## config.mk

```make
export PLATFORM = sky130hd
export DESIGN_NAME = dsp_mac_sequencer
export DESIGN_NICKNAME = d
export VERILOG_FILES = /design/src/rtl/dsp_mac_sequencer_pkg.sv /design/src/rtl/dsp_mac_sequencer.sv
export SDC_FILE = /design/constraint.sdc
export NUM_CORES = 1
export LEC_CHECK = 0
export ABC_CLOCK_PERIOD_IN_PS = 2500
export CAP_MARGIN = 0
export CORE_AREA = 2 2 152 154
export CTS_CLUSTER_DIAMETER = 60
export CTS_CLUSTER_SIZE = 12
export DETAILED_ROUTE_END_ITERATION = 8
export DIE_AREA = 0 0 154 156
export PLACE_DENSITY = 0.65
export SLEW_MARGIN = 20
export SYNTH_ARGS = -nofsm -noshare
export SYNTH_HDL_FRONTEND = slang
export SYNTH_SLANG_ARGS = --single-unit
```

## constraint.sdc

```tcl
create_clock -name clk -period 2.5 [get_ports clk]
set_clock_uncertainty 0.15 [all_clocks]
set_input_delay 0.5 -clock clk [delete_from_list [all_inputs] [get_ports clk]]
set_output_delay 0.5 -clock clk [all_outputs]
set_load 0.02 [all_outputs]
```

## src/rtl/dsp_mac_sequencer_pkg.sv

```systemverilog
// Shared definitions for the DSP MAC sequencer.
// Holds the FSM state encoding, slice timing constants, datapath widths and
// the tap-count clamp helper used when a job is latched.
package dsp_mac_sequencer_pkg;

    localparam int SAMPLE_W   = 27;
    localparam int RESULT_W   = 64;
    localparam int TAPS_W     = 4;
    localparam int COEF_SEL_W = 3;
    localparam int MUX_SEL_W  = 5;
    localparam int DRAIN_W    = 2;

    // Cycles from the last accumulate input to a valid slice result.
    localparam int SLICE_LAT = 4;
    localparam int MAX_TAPS  = 8;

    // ay path direct, coefficient bank selected.
    localparam logic [MUX_SEL_W-1:0] MUX_SEL_COEF = 5'b10001;

    typedef enum logic [2:0] {
        IDLE  = 3'd0,
        LOAD  = 3'd1,
        ACC   = 3'd2,
        DRAIN = 3'd3,
        DONE  = 3'd4
    } seq_state_e;

    function automatic logic [TAPS_W-1:0] clamp_taps(input logic [TAPS_W-1:0] taps);
        logic [TAPS_W-1:0] r;
        r = taps;
        if (taps > TAPS_W'(MAX_TAPS)) begin
            r = TAPS_W'(MAX_TAPS);
        end
        return r;
    endfunction

endpackage

```

## src/rtl/dsp_mac_sequencer.sv

```systemverilog
// Sequencer that runs one multiply-accumulate job on an external DSP slice.
// A job (tap count, bias, negate flag) is accepted in IDLE; the slice is
// loaded with the bias, then one sample per tap is streamed in, the slice
// pipeline is drained and the result is presented on the m_* stream.
// Ports:
//   clk, clr_n                    - clock, asynchronous active-low reset
//   job_valid/job_ready, job_*    - job request handshake and job fields
//   s_valid/s_ready/s_data        - 27-bit sample stream (consumed in ACC)
//   m_valid/m_ready/m_data        - 64-bit result stream (offered in DONE)
//   busy                          - high whenever not IDLE
//   dsp_*                         - slice controls; dsp_resulta is slice output
//   dbg_state                     - current FSM state
// Handshakes: a transfer happens on a rising edge where valid && ready are
// both high; the producer holds data stable while valid is high and ready low.
module dsp_mac_sequencer
    import dsp_mac_sequencer_pkg::*;
(
    input  logic                  clk,
    input  logic                  clr_n,
    input  logic                  job_valid,
    output logic                  job_ready,
    input  logic [TAPS_W-1:0]     job_taps,
    input  logic [RESULT_W-1:0]   job_bias,
    input  logic                  job_neg,
    input  logic                  s_valid,
    output logic                  s_ready,
    input  logic [SAMPLE_W-1:0]   s_data,
    output logic                  m_valid,
    input  logic                  m_ready,
    output logic [RESULT_W-1:0]   m_data,
    output logic                  busy,
    output logic [SAMPLE_W-1:0]   dsp_ay,
    output logic [COEF_SEL_W-1:0] dsp_coefsela,
    output logic [MUX_SEL_W-1:0]  dsp_mux_sel,
    output logic                  dsp_loadconst,
    output logic                  dsp_accumulate,
    output logic                  dsp_negate,
    output logic [RESULT_W-1:0]   dsp_constant,
    output logic                  dsp_clr,
    input  logic [RESULT_W-1:0]   dsp_resulta,
    output seq_state_e            dbg_state
);

    localparam logic [DRAIN_W-1:0] DRAIN_LAST = DRAIN_W'(SLICE_LAT - 1);

    seq_state_e            state_q, state_d;
    logic [TAPS_W-1:0]     taps_q, taps_d;
    logic [RESULT_W-1:0]   bias_q, bias_d;
    logic                  neg_q, neg_d;
    logic [TAPS_W-1:0]     tap_idx_q, tap_idx_d;
    logic [DRAIN_W-1:0]    drain_cnt_q, drain_cnt_d;
    logic [RESULT_W-1:0]   m_data_q, m_data_d;

    always_comb begin
        state_d        = state_q;
        taps_d         = taps_q;
        bias_d         = bias_q;
        neg_d          = neg_q;
        tap_idx_d      = tap_idx_q;
        drain_cnt_d    = drain_cnt_q;
        m_data_d       = m_data_q;
        job_ready      = 1'b0;
        s_ready        = 1'b0;
        m_valid        = 1'b0;
        dsp_ay         = '0;
        dsp_coefsela   = '0;
        dsp_loadconst  = 1'b0;
        dsp_accumulate = 1'b0;
        dsp_negate     = 1'b0;
        dsp_constant   = '0;
        dsp_clr        = 1'b0;

        case (state_q)
            IDLE: begin
                job_ready = 1'b1;
                // Keep the slice cleared so nothing stale survives into a job.
                dsp_clr   = 1'b1;
                if (job_valid) begin
                    taps_d  = clamp_taps(job_taps);
                    bias_d  = job_bias;
                    neg_d   = job_neg;
                    state_d = LOAD;
                end
            end
            LOAD: begin
                dsp_loadconst = 1'b1;
                dsp_constant  = bias_q;
                tap_idx_d     = '0;
                drain_cnt_d   = '0;
                state_d       = (taps_q == '0) ? DRAIN : ACC;
            end
            ACC: begin
                s_ready        = 1'b1;
                // Accumulate stays high during bubbles; ay=0 adds nothing.
                dsp_accumulate = 1'b1;
                dsp_negate     = neg_q;
                dsp_coefsela   = tap_idx_q[COEF_SEL_W-1:0];
                if (s_valid) begin
                    dsp_ay = s_data;
                    if (tap_idx_q == taps_q - 4'd1) begin
                        tap_idx_d = '0;
                        state_d   = DRAIN;
                    end else begin
                        tap_idx_d = tap_idx_q + 4'd1;
                    end
                end
            end
            DRAIN: begin
                if (drain_cnt_q == DRAIN_LAST) begin
                    m_data_d    = dsp_resulta;
                    drain_cnt_d = '0;
                    state_d     = DONE;
                end else begin
                    drain_cnt_d = drain_cnt_q + 2'd1;
                end
            end
            DONE: begin
                m_valid = 1'b1;
                if (m_ready) begin
                    state_d = IDLE;
                end
            end
            default: begin
                state_d = IDLE;
            end
        endcase
    end

    always_ff @(posedge clk or negedge clr_n) begin
        if (!clr_n) begin
            state_q     <= IDLE;
            taps_q      <= '0;
            bias_q      <= '0;
            neg_q       <= 1'b0;
            tap_idx_q   <= '0;
            drain_cnt_q <= '0;
            m_data_q    <= '0;
        end else begin
            state_q     <= state_d;
            taps_q      <= taps_d;
            bias_q      <= bias_d;
            neg_q       <= neg_d;
            tap_idx_q   <= tap_idx_d;
            drain_cnt_q <= drain_cnt_d;
            m_data_q    <= m_data_d;
        end
    end

    assign dsp_mux_sel = MUX_SEL_COEF;
    assign busy        = (state_q != IDLE);
    assign m_data      = m_data_q;
    assign dbg_state   = state_q;

endmodule
```

# Word-level counts from Yosys, hierarchy flattened
# Index checks and enable logic that the tools add are counted.
dict set report word_totals {
  inputBits 165
  register_bits 142
}
dict set report op_classes {
  reduce_logical 9
  addsub 3
  magnitude_cmp 1
  n_eq_ne 11
  mux 22
}
# operator n
set op_table {}
lappend op_table {{$mux 64} 1}
lappend op_table {{$mux 27} 2}
lappend op_table {{$mux 3} 6}
lappend op_table {{$pmux 3 s5} 1}
lappend op_table {{$mux 4} 3}
lappend op_table {{$ne 2x2->1 const B} 5}
lappend op_table {{$pmux 4 s2} 1}
lappend op_table {{$eq 3x2->1 const B} 2}
lappend op_table {{$mux 1} 6}
lappend op_table {{$reduce_and 2->1} 3}
lappend op_table {{$reduce_and 5->1} 1}
lappend op_table {{$add 4x1->4 const B} 1}
lappend op_table {{$eq 4x4->1} 1}
lappend op_table {{$gt 4x4->1 const B} 1}
lappend op_table {{$logic_not 4->1} 1}
lappend op_table {{$pmux 2 s2} 1}
lappend op_table {{$reduce_bool 2->1} 2}
lappend op_table {{$sub 4x1->4 const B} 1}
lappend op_table {{$eq 3x1->1 const B} 1}
lappend op_table {{$eq 3x3->1 const B} 1}
lappend op_table {{$logic_not 3->1} 1}
lappend op_table {{$reduce_bool 3->1} 1}
lappend op_table {{$add 2x1->2 const B} 1}
lappend op_table {{$eq 2x2->1 const B} 1}
lappend op_table {{$mux 2} 1}

# Logic depth before layout (Yosys ltp)
# Gate-level depths: netlist of the first run.
dict set report depth {
  depth_word 5
  depth_mapped 7
  ltp_nobuf 6
}

# Worst setup path after synthesis of the first run
# OpenSTA, ideal clock, no wires.
dict set report synth_timing {
  path_type {flip-flop to output port}
  startpoint {register state_q[0] (netlist: dbg_state[0])}
  endpoint {output port dsp_constant[54]}
  path_slack_ps 339
  stages_incl_launch_ff 5
  t_required_ps 1850
  arrival_ps 1511
  path_cell_list {dfrtp_1 -> buf_4 -> nor3b_2 -> clkbuf_1 -> and2_1}
}
dict set report synth_via {
  elab_chain_cells 2
}
# item line
set synth_lines {}
lappend synth_lines {{start: declaration} dsp_mac_sequencer.sv:46} ;# seq_state_e state_q, state_d;
lappend synth_lines {{start signal: assignment} dsp_mac_sequencer.sv:139} ;# state_q <= state_d;
lappend synth_lines {{$eq 3x1->1} dsp_mac_sequencer.sv:73} ;# case (state_q)
lappend synth_lines {{$mux 64} dsp_mac_sequencer.sv:73}
lappend synth_lines {{end: declaration} dsp_mac_sequencer.sv:38} ;# output logic [RESULT_W-1:0] dsp_constant,
# No other way between the ends.

# Final worst setup path of the first run
dict set report layout_timing {
  startpoint {register state_q[2] (netlist: dbg_state[2])}
  endpoint {output port dsp_loadconst}
}
dict set report layout_via {
  elab_chain_cells 2
}
# item line
set layout_lines {}
lappend layout_lines {{$eq 3x1->1} dsp_mac_sequencer.sv:73}
lappend layout_lines {{$mux 1} dsp_mac_sequencer.sv:73}
lappend layout_lines {{end: declaration} dsp_mac_sequencer.sv:35} ;# output logic dsp_loadconst,
# No other way between the ends.

==> flow_summary.ini, run 1 <==
[logic_synthesis]
yosys_warnings = 0
synthDistinctLibCells = 38
syn-cell-area_um2 = 6655
synthTopCellsByArea = dfrtp_1, mux2_4, mux2_2
yosysSeqAreaShare_pct = 53.39
syn_inst = 470
synth_top_cell_by_area = dfrtp_1
synth_top_flop_cell = dfrtp_1
async_reset_ff_share_pct = 100.0
yosys-top-cells-count = dfrtp_1, and2_1, mux2_2, mux2_4, buf_4
synth_edf_count = 0
synth_top_area_share_pct = 53.39
ys_ff_latch = 142
yosysMostFrequentCell = dfrtp_1
synth.avg_cell_area_um2 = 14.16

[timing]
fin_crit_ns = 2.420
hold_viol_final = 0
setup_viol = 0
whs_ns = 0.3339
setup_tns_ns = 0
period_share_pct = 96.80
max_freq_ghz = 0.4132
rsz0062_at_grt = no
worst_slew_pin_slew_ns = 0.6374
max_slew_margin_pct = 57.28
finalMaxSlewViolations = 0

[placement]
hpwl_um = 13220
port_buffers = 333
gp_congestion = 0.7070

[layout]
num_antenna_cells = 0
syn2layout_area_growth_pct = 59.47
finalNetCount = 987
layout-drive-gt1-share_pct = 35.22
final_util_pct = 47.45

[critical_path]
cp-start-kind = flop
required_ns = 1.85
end_kind = primary output
critical_path.max_stage_delay_ns = 0.44
arrival_ns = 1.77
path_cells = nor3b_4 > buf_6 > buf_16 > dlygate4sd2_1
slowest_stage = dfrtp_2
crit_family = buffers and inverters
cp_max_fo = 13
critical_path_class = flop to primary output
path_buf_inv = 3

[clock_tree]
path_clk_slew_ns = 0.06
htree_levels = 4
cts_root_buf = clkbuf_16
cts_num_sinks = 142
clk_latency_ns = 0.42
cts_tree = yes
cts_made_buffers = 17
cts_buffer_depth = 2

[global_routing]
grt_pass1_wl_um = 28250
overflow = 0
grt_pass1_vias = 5032
grt_max_degree = 63
gr-usage-all-layers_pct = 15.05
antenna_found_initial = 0

[drt]
route.met3.wl_um = 1249
vias_per_cell = 4.297
drt-initial-drc-count = 201
wire_per_inst_um = 16.40
drtPass1Iterations = 4
wl_met1_um = 7689
ant_nets = 0
met2_wirelength_um = 9009
via_count = 4800
wl_um = 18320
drc = 0
routed.top_layer = met4

[pwr]
ir_drop_uv = 531.0
power_mw = 11.81
power_leakage_nw = 4.802
cellPowerDensity_nw_per_um2 = 1113

[floorplan]
start_util_pct = 29.76
io-pin-count = 339
die_area_um2 = 24020
rows = 55
die_y_um = 156
core-area_um2 = 22370
die_w_um = 154

[min_path]
hold_class = flop to flop

[outcome]
status = finished, final reports clean

[flow_run]
drv_cap = 0
sequential cells by signal (all words and copies together), names as in the netlist:
name         flops
bias_q          64
dbg_state        3
drain_cnt_q      2
m_data          64
neg_q            1
tap_idx_q        4
taps_q           4
worst paths after layout:
kind,startpoint,cells after the start,slack [ns],to
setup / recovery,dbg_state[2],4,0.08,dsp_loadconst
hold / removal,bias_q[61],1,0.33,bias_q[61]
setup reg to reg,dbg_state[2],4,0.34,m_data[24]
hold reg to reg,bias_q[61],1,0.33,bias_q[61]
max in group asynchronous,clr_n,3,1.03,m_data[47]
min in group asynchronous,clr_n,2,0.43,m_data[50]
per-stage QoR:
| step | area [um2] | setup slack [ns] | std cells |
|---|---|---|---|
| final | 10610 | 0.07994 | 1117 |
| after global routing | 10610 | 0.0006950 | 1117 |
| after CTS | 10870 | -0.01291 | 1116 |
| after detailed placement | 10290 | -0.3013 | 1078 |
| after global placement | 10290 | -0.2741 | 1078 |
| after floorplan | 6666 | 0.3395 | 473 |
worst register-to-register path, cell delays in order, from the launching register on:
cell and delay, ns:
dfrtp_2 0.44, buf_4 0.18, nand4b_1 0.59, buf_12 0.39, mux2_2 0.29
cell usage in the layout (no fill, tap or decap), types with 7 or more instances in the layout:
| master | Yosys | final |
|---|---|---|
| clkdlybuf4s50_1 | 0 | 230 |
| and2_1 | 96 | 96 |
| mux2_4 | 60 | 60 |
| buf_4 | 9 | 16 |
| o21ai_0 | 8 | 8 |
| dfrtp_1 | 142 | 140 |
| inv_1 | 7 | 7 |
| buf_12 | 7 | 9 |
| clkbuf_16 | 0 | 18 |
| nand2_1 | 7 | 7 |
| buf_2 | 3 | 77 |
| clkdlybuf4s15_2 | 0 | 18 |
| mux2_2 | 67 | 67 |
cells by family (layout without fill, tap and decap cells):
group | Yosys count | count (layout) | synth area share [%]
flops | 142 | 142 | 53.39
mux | 131 | 131 | 25.55
simple gates | 129 | 129 | 12.43
buf+inv | 42 | 401 | 5.659
compound gates | 15 | 15 | 1.297
xor+xnor | 6 | 6 | 0.9965
fa+ha+maj | 3 | 3 | 0.5641
other cells | 2 | 5 | 0.1128
final cells by class:
| class | instances | area, um2 |
|---|---|---|
| clock buffer | 19 | 442.9 |
| sequential | 142 | 3556 |
| fill | 2071 | 11750 |
| clock inverter | 13 | 152.6 |
| multi-input combinational | 289 | 2743 |
| tap | 285 | 356.6 |
| timing repair buffer | 362 | 3336 |
| inverter | 7 | 26.28 |
routing by layer:
metal,vias to the layer above,global-route usage (%)
li1,2276,-
met4,0,5.830
met3,24,4.417
met5,-,0
met2,172,24.98
met1,2328,18.53
report_power, final:
group	internal, mW	switching, mW
clock	1.52	1.06
combinational	2.96	2.23
sequential	3.46	0.585
total	7.93	3.88
what timing repair did:
action | 4_1_cts | 5_1_grt
setup buffers | 4 | 1
pin swaps | 2 | 2
gates resized for setup | 329 | 51
endpoints found under the setup margin | 102 | 67
endpoints found under the hold margin | 45 | 0
cloned | 1 | 1
hold buffers | 1 | 0
No activity file was read; power rests on OpenSTA's default activity.
==> run 2: changes to the inputs <==
--- a/config.mk
+++ b/config.mk
@@ -7,12 +7,13 @@
 export LEC_CHECK = 0
 export ABC_CLOCK_PERIOD_IN_PS = 2500
 export CAP_MARGIN = 0
-export CORE_AREA = 2 2 152 154
+export CORE_AREA = 3 3 153 155
 export CTS_CLUSTER_DIAMETER = 60
 export CTS_CLUSTER_SIZE = 12
 export DETAILED_ROUTE_END_ITERATION = 8
-export DIE_AREA = 0 0 154 156
+export DIE_AREA = 0 0 156 158
 export PLACE_DENSITY = 0.65
+export REMOVE_ABC_BUFFERS = 1
 export SLEW_MARGIN = 20
 export SYNTH_ARGS = -nofsm -noshare
 export SYNTH_HDL_FRONTEND = slang
==> run 2 against run 1 <==
Compared with the run above: count of clock-buffer cells in the layout unchanged; utilization up 0.80 points; critical path depth increased by 1; power grew 1.6%; sequential share of layout area barely moved; global-route usage increased by 1.0 points; setup slack improved by 0.020 ns; critical endpoint is now dsp_ay[12]; first-iteration DRC count decreased by 30%; design area shrank 0.15%; sequential cell count did not move; hold slack worse by 0.0019 ns.
==> flow_summary.ini, run 2 (same netlist as run 1, synthesis figures left out) <==
[floorplan]
rows = 54
io-pin-count = 339
core-area_um2 = 21960
die_y_um = 158
die_area_um2 = 24650
start_util_pct = 30.31
die_w_um = 156

[critical_path]
cp_max_fo = 14
critical_path.max_stage_delay_ns = 0.39
end_kind = primary output
critPathMostFrequentCell = buf_4
cp-start-kind = flop
required_ns = 1.85
slowest_stage = dfrtp_1
critical_path_class = flop to primary output
arrival_ns = 1.75
path_buf_inv = 3
path_cells = buf_4 > and4bb_4 > clkbuf_16 > and2_1 > buf_4
crit_family = simple AND/OR/NAND/NOR gates

[timing]
fin_crit_ns = 2.400
max_slew_margin_pct = 64.12
rsz0062_at_grt = no
hold_viol_final = 0
finalMaxSlewViolations = 0
max_freq_ghz = 0.4167
worst_slew_pin_slew_ns = 0.5326
period_share_pct = 95.99
setup_viol = 0

[outcome]
status = finished, final reports clean

[layout]
seqCellArea_um2 = 3555
fillers = 2043
syn2layout_area_growth_pct = 59.22
final_cell_mix = clkdlybuf4s50_1, dfrtp_1, and2_1, buf_2, mux2_2
final_util_pct = 48.26
multiInputGateArea_um2 = 2746
final_common_cell = clkdlybuf4s50_1
finalNetCount = 987
layout-drive-gt1-share_pct = 34.98

[drt]
drt-initial-drc-count = 141
wl_um = 20270
vias_per_cell = 4.283
drc = 0
wire_per_inst_um = 18.18
drtPass1Iterations = 4
via_count = 4776
ant_nets = 0

[clock_tree]
cts_made_buffers = 17
cts_tree = yes
cts_root_buf = clkbuf_16
path_clk_slew_ns = 0.07
clk_latency_ns = 0.41
htree_levels = 4
cts_num_sinks = 142
cts_buffer_depth = 2

[pwr]
power_leakage_nw = 4.845
power_mw = 12.00
cellPowerDensity_nw_per_um2 = 1132
ir_drop_uv = 598.3

[placement]
hpwl_um = 14800
gp_congestion = 0.7468
port_buffers = 333

[global_routing]
antenna_found_initial = 3
overflow = 0
grt_pass1_wl_um = 30100
grt_max_degree = 52
gr-usage-all-layers_pct = 16.05
grt_pass1_vias = 5055

[min_path]
hold_class = flop to flop

[flow_run]
drv_cap = 0
run 2: metal layers:
| metal | vias up | global-route usage (%) | part of all wire [%] |
|---|---|---|---|
| met5 | - | 0 | 0 |
| met3 | 11 | 5.057 | 6.7 |
| met4 | 0 | 5.214 | 1.4 |
| met1 | 2327 | 17.26 | 36 |
| met2 | 170 | 29.88 | 56 |
| li1 | 2268 | - | - |
run 2: power breakdown:
part / switching, mW / internal [mW] / leakage [nW]
Clock: 1.04 / 1.65 / 0.304
Combinational: 2.27 / 2.98 / 2.86
Sequential: 0.602 / 3.46 / 1.68
run 2: cell type report:
class / instances / area share (%)
clock buffer: 19 / 4.274
tap: 280 / 3.306
sequential: 142 / 33.55
antenna: 3 / 0.07085
timing repair buffer: 362 / 30.97
clock inverter: 13 / 1.665
inverter: 7 / 0.2480
multi-input combinational: 289 / 25.92
run 2: path summary, 6_finish.rpt:
check,cells after the start,from,to,slack (ns)
setup reg to reg,6,dbg_state[1],bias_q[47],0.39
hold reg to reg,1,bias_q[60],bias_q[60],0.33
hold / removal,1,bias_q[60],bias_q[60],0.33
min in group asynchronous,2,clr_n,bias_q[24],0.48
max in group asynchronous,3,clr_n,bias_q[48],1.04
setup / recovery,5,dbg_state[0],dsp_ay[12],0.10
run 2: worst reg2reg max path, cell delays in order, from the launching register on:
cell,delay (ns)
dfrtp_1,0.41
buf_4,0.17
buf_4,0.16
nor3_4,0.22
and2_4,0.29
buf_4,0.28
mux2_4,0.32
run 2: metrics by stage:
| stage | hold slack (ns) | cells | setup WS [ns] | instance area [um2] | TNS (ns) |
|---|---|---|---|---|---|
| after global routing | 0.3602 | 1115 | 0.0003489 | 10600 | 0 |
| final | 0.3320 | 1115 | 0.1004 | 10600 | 0 |
| after global placement | 0.3095 | 1073 | -0.2827 | 10260 | -7.579 |
| after floorplan | 0.05441 | 438 | -1.214 | 6316 | -134.21 |
| after detailed placement | 0.3176 | 1073 | -0.3418 | 10260 | -7.832 |
| after CTS | 0.3338 | 1110 | -0.001850 | 10940 | -0.003478 |
run 2: what timing repair did:
action,CTS,global route
setup buffers,1,1
endpoints found under the setup margin,101,69
endpoints found under the hold margin,47,0
gates cloned,3,1
pin swaps,1,2
hold buffers,1,0
gates resized for setup,328,68
